`src/rtl/ex_muldiv_pkg.sv`:
```
// Shared definitions for the M-extension execute unit.
// Holds the funct3 op encodings, the FSM state type and operand-sign helpers.
package ex_muldiv_pkg;

   localparam logic [2:0] OP_MUL    = 3'd0;
   localparam logic [2:0] OP_MULH   = 3'd1;
   localparam logic [2:0] OP_MULHSU = 3'd2;
   localparam logic [2:0] OP_MULHU  = 3'd3;
   localparam logic [2:0] OP_DIV    = 3'd4;
   localparam logic [2:0] OP_DIVU   = 3'd5;
   localparam logic [2:0] OP_REM    = 3'd6;
   localparam logic [2:0] OP_REMU   = 3'd7;

   typedef enum logic [1:0] {
      ST_IDLE = 2'd0,
      ST_CALC = 2'd1,
      ST_FIX  = 2'd2,
      ST_DONE = 2'd3
   } md_state_e;

   // rs1 is signed for every form except the fully unsigned ones
   function automatic logic a_is_signed(input logic [2:0] op);
      return (op == OP_MUL) || (op == OP_MULH) || (op == OP_MULHSU) ||
             (op == OP_DIV) || (op == OP_REM);
   endfunction

   function automatic logic b_is_signed(input logic [2:0] op);
      return (op == OP_MUL) || (op == OP_MULH) || (op == OP_DIV) || (op == OP_REM);
   endfunction

endpackage

```
`src/rtl/ex_muldiv_iter.sv`:
```
// One-bit-per-cycle step: shift-add multiply or restoring divide on a
// shared 2*XLEN accumulator ({hi, lo}).
module muldiv_iter #(
   parameter int XLEN = 32
) (
   input  logic              is_div,
   input  logic [XLEN-1:0]   opnd,
   input  logic [2*XLEN-1:0] acc,
   output logic [2*XLEN-1:0] acc_nxt
);

   logic [XLEN:0] sum;
   logic [XLEN:0] rem_sh;
   logic [XLEN:0] trial;

   // Multiply: lo holds the remaining multiplier bits, hi the partial product.
   // Divide: hi holds the partial remainder, lo shifts dividend out / quotient in.
   always_comb begin
      sum    = {1'b0, acc[2*XLEN-1:XLEN]} + (acc[0] ? {1'b0, opnd} : {(XLEN+1){1'b0}});
      rem_sh = acc[2*XLEN-1:XLEN-1];
      trial  = rem_sh - {1'b0, opnd};
      if (!is_div)
         acc_nxt = {sum, acc[XLEN-1:1]};
      else if (!trial[XLEN])
         acc_nxt = {trial[XLEN-1:0], acc[XLEN-2:0], 1'b1};
      else
         acc_nxt = {rem_sh[XLEN-1:0], acc[XLEN-2:0], 1'b0};
   end

endmodule

```
`src/rtl/ex_muldiv.sv`:
```
// Iterative multiply/divide unit beside the EX-stage ALU: stalls the pipe
// while computing, then emits one write-back result.
module ex_muldiv
   import ex_muldiv_pkg::*;
#(
   parameter int XLEN       = 32,
   parameter int REG_ADDR_W = 5
) (
   input  logic                  clk,
   input  logic                  rst,
   input  logic                  flush_i,
   input  logic                  start_i,
   input  logic [2:0]            op_i,
   input  logic [XLEN-1:0]       a_i,
   input  logic [XLEN-1:0]       b_i,
   input  logic [REG_ADDR_W-1:0] wd_i,
   input  logic                  wreg_i,
   output logic                  stall_req_o,
   output logic                  valid_o,
   output logic [XLEN-1:0]       wdata_o,
   output logic [REG_ADDR_W-1:0] wd_o,
   output logic                  wreg_o,
   output logic                  busy_o
);

   localparam int CW = $clog2(XLEN);
   localparam logic [XLEN-1:0] SMIN = {1'b1, {(XLEN-1){1'b0}}};
   localparam logic [XLEN-1:0] ONES = {XLEN{1'b1}};
   localparam logic [CW-1:0]   LAST = CW'(XLEN-1);

   md_state_e         state;
   logic [CW-1:0]     cnt;
   logic [2*XLEN-1:0] acc, acc_nxt;
   logic [XLEN-1:0]   opnd;
   logic [2:0]        op_q;
   logic              neg_res, neg_rem, wreg_q;

   logic              a_neg, b_neg, div_zero, ovf, accept;
   logic [XLEN-1:0]   a_mag, b_mag, spec_res, quo, rem, fix_res;
   logic [2*XLEN-1:0] prod;

   always_comb begin
      a_neg    = a_is_signed(op_i) & a_i[XLEN-1];
      b_neg    = b_is_signed(op_i) & b_i[XLEN-1];
      a_mag    = a_neg ? -a_i : a_i;
      b_mag    = b_neg ? -b_i : b_i;
      div_zero = op_i[2] && (b_i == '0);
      ovf      = ((op_i == OP_DIV) || (op_i == OP_REM)) && (a_i == SMIN) && (b_i == ONES);
      // op[1] distinguishes REM* from DIV*
      if (div_zero) spec_res = op_i[1] ? a_i : ONES;
      else          spec_res = op_i[1] ? '0  : a_i;
   end

   always_comb begin
      prod = neg_res ? -acc : acc;
      quo  = neg_res ? -acc[XLEN-1:0] : acc[XLEN-1:0];
      rem  = neg_rem ? -acc[2*XLEN-1:XLEN] : acc[2*XLEN-1:XLEN];
      case (op_q)
         OP_MUL:                        fix_res = prod[XLEN-1:0];
         OP_MULH, OP_MULHSU, OP_MULHU:  fix_res = prod[2*XLEN-1:XLEN];
         OP_DIV, OP_DIVU:               fix_res = quo;
         default:                       fix_res = rem;
      endcase
   end

   muldiv_iter #(.XLEN(XLEN)) u_iter (
      .is_div  (op_q[2]),
      .opnd    (opnd),
      .acc     (acc),
      .acc_nxt (acc_nxt)
   );

   assign accept      = (state == ST_IDLE) && start_i && !flush_i;
   assign stall_req_o = accept || (state == ST_CALC) || (state == ST_FIX);
   assign busy_o      = (state != ST_IDLE);

   always_ff @(posedge clk or posedge rst) begin
      if (rst) begin
         state   <= ST_IDLE;
         cnt     <= '0;
         acc     <= '0;
         opnd    <= '0;
         op_q    <= '0;
         neg_res <= 1'b0;
         neg_rem <= 1'b0;
         wreg_q  <= 1'b0;
         valid_o <= 1'b0;
         wdata_o <= '0;
         wd_o    <= '0;
         wreg_o  <= 1'b0;
      end else begin
         valid_o <= 1'b0;
         wreg_o  <= 1'b0;
         case (state)
            ST_IDLE: if (accept) begin
               op_q    <= op_i;
               wd_o    <= wd_i;
               wreg_q  <= wreg_i;
               neg_res <= a_neg ^ b_neg;
               neg_rem <= a_neg;
               cnt     <= '0;
               if (div_zero || ovf) begin
                  wdata_o <= spec_res;
                  valid_o <= 1'b1;
                  wreg_o  <= wreg_i;
                  state   <= ST_DONE;
               end else begin
                  acc   <= op_i[2] ? {{XLEN{1'b0}}, a_mag} : {{XLEN{1'b0}}, b_mag};
                  opnd  <= op_i[2] ? b_mag : a_mag;
                  state <= ST_CALC;
               end
            end
            ST_CALC: if (flush_i) state <= ST_IDLE;
            else begin
               acc <= acc_nxt;
               cnt <= cnt + 1'b1;
               if (cnt == LAST) state <= ST_FIX;
            end
            ST_FIX: if (flush_i) state <= ST_IDLE;
            else begin
               wdata_o <= fix_res;
               valid_o <= 1'b1;
               wreg_o  <= wreg_q;
               state   <= ST_DONE;
            end
            default: state <= ST_IDLE;
         endcase
      end
   end

endmodule

```
`config.mk`:
```
export PLATFORM = sky130hd
export DESIGN_NAME = ex_muldiv
export DESIGN_NICKNAME = d
export VERILOG_FILES = /design/src/rtl/ex_muldiv_pkg.sv /design/src/rtl/ex_muldiv_iter.sv /design/src/rtl/ex_muldiv.sv
export SDC_FILE = /design/constraint.sdc
export NUM_CORES = 1
export LEC_CHECK = 0
export ABC_AREA = 1
export CORE_ASPECT_RATIO = 2
export CORE_UTILIZATION = 36
export CTS_BUF_LIST = sky130_fd_sc_hd__clkbuf_16
export CTS_CLUSTER_SIZE = 28
export DETAILED_ROUTE_END_ITERATION = 10
export DONT_BUFFER_PORTS = 1
export GPL_ROUTABILITY_DRIVEN = 0
export PLACE_DENSITY_LB_ADDON = 0.3
export SYNTH_ARGS = -nofsm -noshare
export SYNTH_HDL_FRONTEND = slang
export SYNTH_HIERARCHICAL = 1
export SYNTH_SLANG_ARGS = --single-unit
```
`constraint.sdc`:
```
create_clock -name clk -period 5.3 [get_ports clk]
set_input_delay 0.795 -clock clk [delete_from_list [all_inputs] [get_ports clk]]
set_output_delay 0.795 -clock clk [all_outputs]
set_load 0.05 [all_outputs]
```
=== Word-level counts from Yosys, hierarchy flattened ===
Cells that the tools add are included.

* Muxes and demuxes: 39
* Eq/ne operators: 20
* Reduce and logical (&&, ||, !) cells: 31
* Bitwise operators: 4
* $add $sub $neg: 8

{| class="wikitable"
|+ Operators by type and width
! operator !! number
|-
| two-way mux 32 bit || 13
|-
| two-way mux 64 bit || 6
|-
| negator 32 bit || 4
|-
| one-hot mux 64 bit (2 select lines) || 1
|-
| one-hot mux 32 bit (3 select lines) || 1
|-
| == test 32 bit (second input constant) || 2
|-
| negator 64 bit || 1
|-
| one-hot mux 32 bit (2 select lines) || 1
|-
| adder 32 x 33 -> 33 bit || 1
|-
| subtractor 33 x 32 -> 33 bit || 1
|-
| zero test 32 bit || 1
|-
| == test 3 bit (second input constant) || 4
|-
| logical OR 1 bit || 10
|-
| two-way mux 2 bit || 5
|-
| two-way mux 5 bit || 2
|-
| one-hot mux 5 bit (2 select lines) || 1
|-
| == test 3 x 2 -> 1 bit (second input constant) || 3
|-
| != test 2 bit (second input constant) || 4
|-
| AND reduction 4 bit || 2
|-
| == test 3 x 1 -> 1 bit (second input constant) || 2
|-
| zero test 3 bit || 2
|-
| two-way mux 1 bit || 6
|-
| one-hot mux 2 bit (3 select lines) || 1
|-
| AND reduction 3 bit || 2
|-
| other kinds (17) || 26
|}

* Flip-flop bits (word level): 148
* Logic and storage cells: 114
* Output and inout port bits: 41
* Input bits: 77

=== Depth between registers and ports, before layout ===
* Depth after elaboration: 11
* Depth in mapped cells: 20
* Gate-level depth less buffers: 19

=== Hierarchy ===
The synthesis kept the hierarchy.

{| class="wikitable"
|+ Modules (own cells, without submodules)
! module !! instances !! area an instance (um^2) !! cells each !! sequential area each (um^2)
|-
| ex_muldiv || 1 || 13,280.2 || 2,300 || 3,703.6
|-
| muldiv_iter || 1 || 6,456.2 || 1,310 || 0.0
|}

=== Worst setup path after synthesis ===
OpenSTA, ideal clock, no wires.

* Path kind: register to register
* From: register acc[0]
* To: register acc[43]
* Data arrival time: 2.486 ns
* Library setup time: 0.119 ns
* Path slack: 2.695 ns
* Data required time: 5.181 ns
* Path buffers: 2
* Cell stages (with the launch flop): 18
* Path through: dfrtp_1 -> clkbuf_1 -> clkbuf_1 -> nand2_1 -> inv_1 -> ha_1 -> fa_1 -> nand3_1 -> nand2_1 -> nand2_1 -> o211ai_1 -> nand2_1 -> nand2_1 -> or2_2 -> nand3_1 -> nand2_1 -> nand2_1 -> o21ai_2

* Cells in the longest elaborated chain, start to end: 5

{| class="wikitable"
|+ RTL lines
! element !! line !! source
|-
| start, declared || ex_muldiv.sv:33 || <nowiki>logic [2*XLEN-1:0] acc, acc_nxt;</nowiki>
|-
| start signal, assigned || ex_muldiv.sv:108 || <nowiki>acc <= op_i[2] ? {{XLEN{1'b0}}, a_mag} : {{XLEN{1'b0}}, b_mag};</nowiki>
|-
| start signal, assigned || ex_muldiv.sv:115 || <nowiki>acc <= acc_nxt;</nowiki>
|-
| two-way mux 32 bit || ex_muldiv_iter.sv:19 || <nowiki>sum = {1'b0, acc[2*XLEN-1:XLEN]} + (acc[0] ? {1'b0, opnd} : {(XLEN+1){1'b0}});</nowiki>
|-
| adder 32 x 33 -> 33 bit || ex_muldiv_iter.sv:19 ||
|-
| two-way mux 64 bit || ex_muldiv_iter.sv:22 || <nowiki>if (!is_div)</nowiki>
|-
| named net acc_nxt[43] || ex_muldiv.sv:33 ||
|-
| two-way mux 64 bit || ex_muldiv.sv:113 || <nowiki>ST_CALC: if (flush_i) state <= ST_IDLE;</nowiki>
|-
| one-hot mux 64 bit (2 select lines) || ex_muldiv.sv:94 || <nowiki>case (state)</nowiki>
|}

The timed path passes the listed nets, and every way through them passes these cells. The select of a mux whose other input is x is not followed.
A chain may end at the register's enable or synchronous reset.

=== Worst setup path in the final report ===
* From: register acc[32]
* To: register wdata_o[5]

* Cells in the longest elaborated chain, start to end: 5
* Elaborated cells between the ends (all ways): 7

{| class="wikitable"
|+ RTL lines
! element !! line !! source
|-
| negator 64 bit or negator 32 bit (tied branches) || ex_muldiv.sv:55, ex_muldiv.sv:57 ||
|-
| two-way mux 64 bit or two-way mux 32 bit (tied branches) || ex_muldiv.sv:55, ex_muldiv.sv:57 ||
|-
| one-hot mux 32 bit (3 select lines) * || ex_muldiv.sv:58 || <nowiki>case (op_q)</nowiki>
|-
| two-way mux 32 bit * || ex_muldiv.sv:119 || <nowiki>ST_FIX: if (flush_i) state <= ST_IDLE;</nowiki>
|-
| one-hot mux 32 bit (2 select lines) * || ex_muldiv.sv:94 ||
|-
| end signal, assigned || ex_muldiv.sv:103 || <nowiki>wdata_o <= spec_res;</nowiki>
|-
| end signal, assigned || ex_muldiv.sv:121 || <nowiki>wdata_o <= fix_res;</nowiki>
|-
| end, declared || ex_muldiv.sv:20 || <nowiki>output logic [XLEN-1:0] wdata_o,</nowiki>
|}

Every way passes the cells marked *; elsewhere a longest branch is shown, timed or not. The select of a mux whose other input is x is not followed.

==> metrics.md <==
| Metric | Value |
|---|---|
| Status | `complete, no violations` |
| Initial drt markers | `2,733` |
| #FFs+latches synth | `about 150` |
| H-tree lvl count | `4` |
| Drt total wl | `~110 mm` |
| Flop2flop setup slack | `around 1.1 ns` |
| Number of global-route vias before repair | `23,778` |
| Setup violations, final | `0` |
| Clk slew on worst S/H paths | `around 0.070 ns` |
| Placed instance count | `~4,200` |
| Avg WL per Cell | `26.0 um` |
| Final slew viol count | `0` |
| Core Box Area | `~54,000 um^2` |
| First-pass GRT wire length | `156 mm` |
| Die Y | `approximately 330 um` |
| Unrepaired setup endpoints after global routing | `false` |
| Boundary pin count | `between 100 and 150` |
| TritonCTS clock tree | `yes` |
| Root Buffer | `clkbuf_16` |
| Layout cells sized above 1 | `0.0549` |
| Post-synthesis sequential area ratio | `0.188` |
| CP Cell Sequence | `inv_1 > nand2_1 > nor2_1 > o21ai_0 > nand3_1 > nand2_1 > a31oi_1 > o21ai_0 > nand2_1 > nand2_1` |
| Setup crit end kind | `flip-flop` |
| Final setup TNS | `0 ns` |
| Area delta synth->final | `5.61%` |
| Yosys top cell by area | `nand2_1` |
| Starting density of the core | `0.363` |
| Grt total ovfl | `0` |
| Critical path arrival | `about 4.6 ns` |
| CTS sink cnt | `between 100 and 150` |
| Hold Path Class | `input port to async pin` |
| Fin nets | `~3,700` |
| Hpwl dp | `80.8 mm` |
| Core Rows | `around 120` |
| Clk_skew | `0.0325 ns` |
| Max Buffers Root-to-Sink | `3` |
| Slew headroom | `0.0838` |
| Pwr Density | `roughly 710 nW/um^2` |
| Minimum clock period | `about 4.2 ns` |
| CP max stage cell | `a31oi_1` |
| Chip width | `roughly 170 um` |
| Top post-synthesis cells by area | `nand2_1, dfrtp_1, nand3_1` |
| CP Max Fanout | `6` |
| Commonest non-fill, non-tap cell in the layout | `nand2_1` |
| Die area | `55,800 um^2` |
| Hold_buf cts | `0` |
| Yosys top cell area share | `0.254` |
| Final ANT Viol Nets | `0` |
| Post-Layout Cell Count | `around 4,200` |
| # port buffers | `0` |
| Post-synth cell types | `a little over 50` |
| Cells after synthesis | `around 3,600` |
| Crit-path max cell delay | `approximately 0.82 ns` |
| Residual DRC | `0` |
| First drt pass iteration count | `8` |
| Post_cts resized | `0` |
| CP startpoint kind | `flip-flop` |
| Post-CTS Setup Bufs | `0` |
| CP most frequent cell | `nand2_1` |
| Pin count of the biggest net entering global routing | `approximately 150` |
| Initial antenna violation count | `14` |
| Worst Path Buf+Inv | `1` |
| WS Path Type | `flip-flop to flip-flop` |
| Most frequent cells in the layout | `nand2_1, nand3_1, inv_1` |
| Fin. Hold Viols | `0` |
| Max VDD drop | `~340 uV` |
| Fin crit share | `0.798` |
| DR vias/cell | `5.87` |
| CP required | `5.71 ns` |
| Static Leak | `~11 nW` |
| All-Layer GR Usage | `0.395` |
| Via count | `24,854` |
| F_max | `around 240 MHz` |
| Synth warn | `6` |
| Slew @ Worst Pin | `around 1.4 ns` |
| Skew-Pair Late Insertion Delay | `around 0.52 ns` |
| Avg Cell Area, Syn | `about 5.5 um^2` |
| Delay-heaviest family, CP | `compound AO/OA/AOI/OAI gates` |
| Synthesized Nets | `approximately 3,800` |
| Netlist Area Pre-Place | `roughly 20,000 um^2` |
| Cts bufs inserted | `25` |
| Max Cap Viol | `0` |
## worst reg2reg max path, delay by kind of cell (launching register included)
kind	cells	cell delay [ns]
AO/OA/AOI/OAI	3	1.42
AND/OR/NAND/NOR	6	1.41
buffers and inverters	1	0.66
flip-flops	1	0.66
## logic make-up after synthesis
kind of cell | share of synthesized area
AOI/OAI and AO/OA | 0.123
xor gates and xnor gates | 0.0129
adders and majority gates | 0.0470
buffers and inverters | 0.117
DFF | 0.188
and+or+nand+nor | 0.512
## registers in the layout (all words and copies together) (netlist names)
name     cells
acc         64
opnd        32
wdata_o     32
cnt          5
wd_o         5
op_q         3
state        2
neg_rem      1
neg_res      1
valid_o      1
wreg_o       1
wreg_q       1
## report_power, final
part	leakage [nW]	internal, mW	switching (mW)	total (mW)
Sequential	1.90	1.58	1.57	3.15
Clock	0.337	0.883	0.533	1.42
Combinational	8.73	2.88	7.26	10.1
Total	11.0	5.34	9.37	14.7
## Yosys cell counts (all sizes together)
master / count
a211oi: 2
a21boi: 4
a21o: 5
a21oi: 140
a221oi: 1
a22o: 2
a31oi: 4
and2: 8
and3: 1
buf: 51
clkbuf: 67
clkinv: 2
dfrtp: 148
dlygate4sd1: 1
fa: 2
ha: 71
inv: 431
nand2: 1367
nand3: 460
nand3b: 30
nand4: 36
nor2: 438
nor3: 27
nor3b: 1
nor4: 2
o211ai: 20
o21a: 6
o21ai: 230
o21bai: 9
or2: 15
xnor2: 7
xor2: 22
## through the flow
step                      hold slack (ns)  total power, mW  setup slack [ns]  area (um^2)  utilization
after global routing                0.375             15.6              1.24        20800        0.383
after floorplan                     0.464             9.51             0.525        19700            -
after global placement              0.493             12.4              1.86        20100        0.371
final                               0.212             14.7              1.07        20800        0.384
after detailed placement            0.496             12.4              1.81        20100        0.371
after CTS                           0.364             13.9              1.81        20800        0.383
## routing by layer
layer | global-route usage | vias to the layer above | share of wire
met3 | 0.135 | 634 | 0.10
met1 | 0.354 | 11362 | 0.30
met5 | 0 | - | 0.0010
li1 | - | 11372 | -
met4 | 0.471 | 20 | 0.14
met2 | 0.642 | 1466 | 0.46
## worst paths after layout
path | from | to | depth (start not counted)
max | acc[32]$_DFFE_PP0P_ | wdata_o[5]$_DFFE_PP0P_ | 10
min | rst | acc[37]$_DFFE_PP0P_ | 2
max reg2reg | acc[32]$_DFFE_PP0P_ | wdata_o[5]$_DFFE_PP0P_ | 10
min reg2reg | cnt[4]$_DFFE_PP0P_ | cnt[4]$_DFFE_PP0P_ | 1
max in group asynchronous | rst | neg_res$_DFFE_PP0P_ | 2
min in group clk | wd_i[4] | wd_o[4]$_DFFE_PP0P_ | 2
## area by class of cell
class	count	area, um^2
multi-input combinational	2910	13700
antenna	8	20.0
fill	6239	33500
inverter	433	1630
clock buffer	25	626
timing repair buffer	28	223
tap	676	846
sequential	148	3710
clock inverter	6	55.1
Note: power is estimated with default switching activity, not from simulation.
